## src/rtl/character_motion_ctrl.sv

```systemverilog
// Per-frame motion sequencer for one character: clamped horizontal stepping plus
// a ground/rise/fall jump machine with integer gravity, advanced only on accepted frame ticks.
module character_motion_ctrl #(
  parameter int WIDTH    = 64,
  parameter int HEIGHT   = 64,
  parameter int X_INIT   = 0,
  parameter int FLOOR_Y  = 704,
  parameter int STEP_X   = 4,
  parameter int JUMP_V0  = 16,
  parameter int GRAVITY  = 1,
  parameter int MAX_FALL = 16
) (
  input  logic       clk,
  input  logic       rst_n,
  input  logic       frame_tick,
  input  logic       freeze,
  input  logic       move_left,
  input  logic       move_right,
  input  logic       jump,
  output logic [9:0] xpos,
  output logic [9:0] ypos,
  output logic       on_ground,
  output logic [1:0] state,
  output logic       upd
);

  localparam int X_MAX = 1024 - WIDTH;

  typedef enum logic [1:0] {
    GROUND  = 2'd0,
    RISING  = 2'd1,
    FALLING = 2'd2
  } state_t;

  state_t     st, st_nx;
  logic [5:0] vel, vel_nx;
  logic [9:0] x_nx, y_nx;
  logic       accept;
  int         x_l, x_r, y_up, y_dn, v_up;

  assign accept = frame_tick & ~freeze;
  assign state  = st;

  // Wide signed intermediates keep the clamps free of wrap-around.
  always_comb begin
    x_l    = int'(xpos) - STEP_X;
    x_r    = int'(xpos) + STEP_X;
    y_up   = int'(ypos) - int'(vel);
    y_dn   = int'(ypos) + int'(vel);
    v_up   = int'(vel) + GRAVITY;
    x_nx   = xpos;
    y_nx   = ypos;
    vel_nx = vel;
    st_nx  = st;

    if (move_left && !move_right)
      x_nx = (x_l <= 0) ? '0 : 10'(x_l);
    else if (move_right && !move_left)
      x_nx = (x_r >= X_MAX) ? 10'(X_MAX) : 10'(x_r);

    case (st)
      GROUND: begin
        if (jump) begin
          vel_nx = 6'(JUMP_V0);
          st_nx  = RISING;
        end
      end
      RISING: begin
        if (y_up <= 0) begin
          y_nx   = '0;
          vel_nx = '0;
          st_nx  = FALLING;
        end else begin
          y_nx = 10'(y_up);
          if (int'(vel) <= GRAVITY) begin
            vel_nx = '0;
            st_nx  = FALLING;
          end else begin
            vel_nx = 6'(int'(vel) - GRAVITY);
          end
        end
      end
      FALLING: begin
        if (y_dn >= FLOOR_Y) begin
          y_nx   = 10'(FLOOR_Y);
          vel_nx = '0;
          st_nx  = GROUND;
        end else begin
          y_nx   = 10'(y_dn);
          vel_nx = (v_up >= MAX_FALL) ? 6'(MAX_FALL) : 6'(v_up);
        end
      end
      default: begin
        vel_nx = '0;
        st_nx  = FALLING;
      end
    endcase
  end

  always_ff @(posedge clk or negedge rst_n) begin
    if (!rst_n) begin
      xpos      <= 10'(X_INIT);
      ypos      <= 10'(FLOOR_Y);
      vel       <= '0;
      st        <= GROUND;
      on_ground <= 1'b1;
      upd       <= 1'b0;
    end else begin
      upd <= accept;
      if (accept) begin
        xpos      <= x_nx;
        ypos      <= y_nx;
        vel       <= vel_nx;
        st        <= st_nx;
        on_ground <= (st_nx == GROUND);
      end
    end
  end

endmodule

```

## config.mk

```make
export PLATFORM = sky130hd
export DESIGN_NAME = character_motion_ctrl
export DESIGN_NICKNAME = d
export VERILOG_FILES = /design/src/rtl/character_motion_ctrl.sv
export SDC_FILE = /design/constraint.sdc
export NUM_CORES = 1
export LEC_CHECK = 0
export CORE_ASPECT_RATIO = 0.75
export CORE_MARGIN = 8
export CORE_UTILIZATION = 59
export CTS_BUF_LIST = sky130_fd_sc_hd__clkbuf_8
export DETAILED_ROUTE_END_ITERATION = 10
export PLACE_DENSITY_LB_ADDON = 0.2
export SYNTH_ARGS = -nofsm -noshare
export SYNTH_HDL_FRONTEND = slang
export SYNTH_SLANG_ARGS = --single-unit
```

## constraint.sdc

```tcl
create_clock -name clk -period 3.56 [get_ports clk]
set_clock_uncertainty 0.1 [all_clocks]
set_input_delay 0.712 -clock clk [delete_from_list [all_inputs] [get_ports clk]]
set_output_delay 0.712 -clock clk [all_outputs]
set_load 0.01 [all_outputs]
```

==> out/metrics.yaml <==
grt:
  overflow: 0
  grt_pass1_vias: 2549
  grt_first_pass_wirelength_um: 12500
  grt_max_degree: 29
  grt_antenna_before_repair: 0
  track_usage_pct: 21.5
clock_tree:
  cts.sinks: 28
  cts_made_buffers: 3
  cts_buffer_depth: 2
  path_clk_slew_ps: 100
  ctsHoldBuffers: 0
  insertion_delay_ps: 280
  cts_root_buf: "clkbuf_8"
  h-tree-depth: 1
  cts_tree: "built"
drt:
  ant_nets: 0
  drtPass1Iterations: 5
  drtIter0Drc: 322
  route.detailed.wl_per_inst_um: 17.7
  route.detailed.drc: 0
  vias_per_cell: 6.57
  drt-total-wl_um: 7790
  vias: 2896
setup_path:
  worstPathRequired_ps: 3660
  cpPeakStageDelay_ps: 490
  crit_path_end_kind: "register"
  startpoint_type: "register"
  critical_path_class: "register to register"
  cp_data_arrival_time_ps: 3470
  worstPathCellList: "ha_1, fa_1, nor2b_1, o31ai_1, buf_4, o31a_1, a32o_1, a221oi_4, buf_12, nor4_2, a211oi_1, o22ai_1"
  critPathMaxFanout: 10
  r2r_setup_slack_ps: 200
  slowest_stage: "dfrtp_1"
logic_synthesis:
  synth.cell_area_mm2: 0.00281
  synth_seq_cells: 28
  synth_top_area_share_pct: 21.4
  synth.area.top_cells: "dfrtp_1 (21%), ha_1 (10%), o21ai_0 (5.2%), nor2_1 (3.9%), a21oi_1 (3.7%)"
  syn_inst: 366
  synth_cell_type_count: 60
  yosys_warnings: 0
  yosys-top-cells-count: "nor2_1 (29), o21ai_0 (29), nand2_1 (27)"
  yosys_most_used_dff: "dfrtp_1"
  ys_async_sr_fraction_pct: 100
  avgSynthCellArea_um2: 7.67
  synth-edff-count: 0
  ys_seq_area_share_pct: 25.1
  yosysTopAreaCell: "dfrtp_1"
final_layout:
  layout-drive-gt1-share_pct: 7.55
  areaGrowthSynthToFinish_pct: 14.9
  num-nets-final: 417
  insertedDiodeCount: 0
  final_cell_area_mm2: 0.00322
power_and_ir_drop:
  p_leak_nw: 1.33
  vdd_drop_max_mv: 0.489
  p_per_area_mw_per_mm2: 934
die:
  row_count: 21
  die_area_mm2: 0.00724
  die_w_um: 95.6
  initial_core_util_pct: 62.1
  ios: 31
  coreArea_mm2: 0.00452
  die_h_um: 75.7
sta:
  fmax_ghz: 0.297
  rsz0062_at_grt: "false"
  drv_slew: 0
  slew_headroom_pct: 19.2
  finalHoldViolCount: 0
  tightest_slew_ps: 1200
  setup_violations: 0
  period_minus_slack_ps: 3360
  period_share_pct: 94.5
  fin_tns_setup_ps: 0
placement:
  port_buffers: 28
  gp_congestion: 0.952
  place_area_mm2: 0.00312
  dp_hpwl_um: 5690
min_path:
  hp-class: "register to register"
job:
  drv_cap: 0
status:
  status: "finished, final reports clean"
## worst max-delay path, delay by kind of cell (launching register included)
family,cells,cell delay (ps)
AND/OR/NAND/NOR,2,640
buffers and inverters,2,340
AO/OA/AOI/OAI,6,1040
flip-flops,1,490
adder cells (fa/ha/maj),2,670
## layout by cell type, fill, tap and decap left out, types with 5 or more instances in the layout
cell,instances
o21ai_0,29
nor2_1,28
clkdlybuf4s50_1,28
nand2_1,27
inv_1,26
dfrtp_1,24
ha_1,23
a21oi_1,21
nand3_1,19
nor3_1,15
o211ai_1,9
buf_4,9
and2_1,8
nand2b_1,7
o22ai_1,7
a31oi_1,7
and3_1,7
o31ai_1,6
nor4_1,5
## final timing paths
check,from,endpoint,cells past startpoint
setup reg to reg,vel[0]$_DFFE_PN0P_,vel[3]$_DFFE_PN0P_,12
setup / recovery,vel[0]$_DFFE_PN0P_,vel[3]$_DFFE_PN0P_,12
max in group asynchronous,rst_n,ypos[6]$_DFFE_PN1P_,2
hold reg to reg,ypos[0]$_DFFE_PN0P_,ypos[0]$_DFFE_PN0P_,2
min in group asynchronous,rst_n,vel[2]$_DFFE_PN0P_,2
hold / removal,ypos[0]$_DFFE_PN0P_,ypos[0]$_DFFE_PN0P_,2
## kinds of logic after synthesis
kind of cell	Yosys count	share of synthesized area (%)
flops	28	25.1
xor+xnor	2	0.624
fa+ha+maj	25	11.7
buf+inv	51	7.22
compound gates	114	27.3
mux	7	2.63
other cells	1	0.134
simple gates	138	25.3
## through the flow
stage	hold WS, ps	util, %	power [W]	std cells	setup WS [ps]
after floorplan	316	-	0.00202	367	347
after global placement	445	69.1	0.00261	436	322
after detailed placement	449	69.1	0.00266	436	197
after CTS	475	70.7	0.00294	440	174
after global routing	507	71.3	0.00324	441	14.8
final	474	71.3	0.00301	441	195
## flip-flops by register name, summed over array words and instances (netlist names)
name       flops
vel            6
xpos           8
ypos          10
on_ground      1
upd            1
state          2
## final cells by class
cell class	count	area (µm²)
sequential	28	706
tap	57	71.3
timing repair buffer	38	368
fill	361	1290
clock buffer	3	41.3
inverter	26	97.6
clock inverter	1	30.0
multi-input combinational	288	1910
## timing repair
item	4_1_cts	5_1_grt
gates resized for setup	0	2
endpoints found under the setup margin	0	11
buffers inserted	0	1
## where the power goes
part	internal (W)	switching, W	total, W
combinational	0.000877	0.00114	0.00201
sequential	0.000465	0.000275	0.000740
clock	0.000151	0.000108	0.000258
## per-layer routing
| layer | wire, µm | track usage (%) | vias to the layer above |
|---|---|---|---|
| li1 | - | - | 1373 |
| met1 | 3560 | 32.0 | 1347 |
| met2 | 3310 | 31.4 | 172 |
| met3 | 891 | 4.33 | 4 |
| met4 | 23 | 3.06 | 0 |
| met5 | 0 | 0 | - |
No activity file was read; power rests on OpenSTA's default activity.
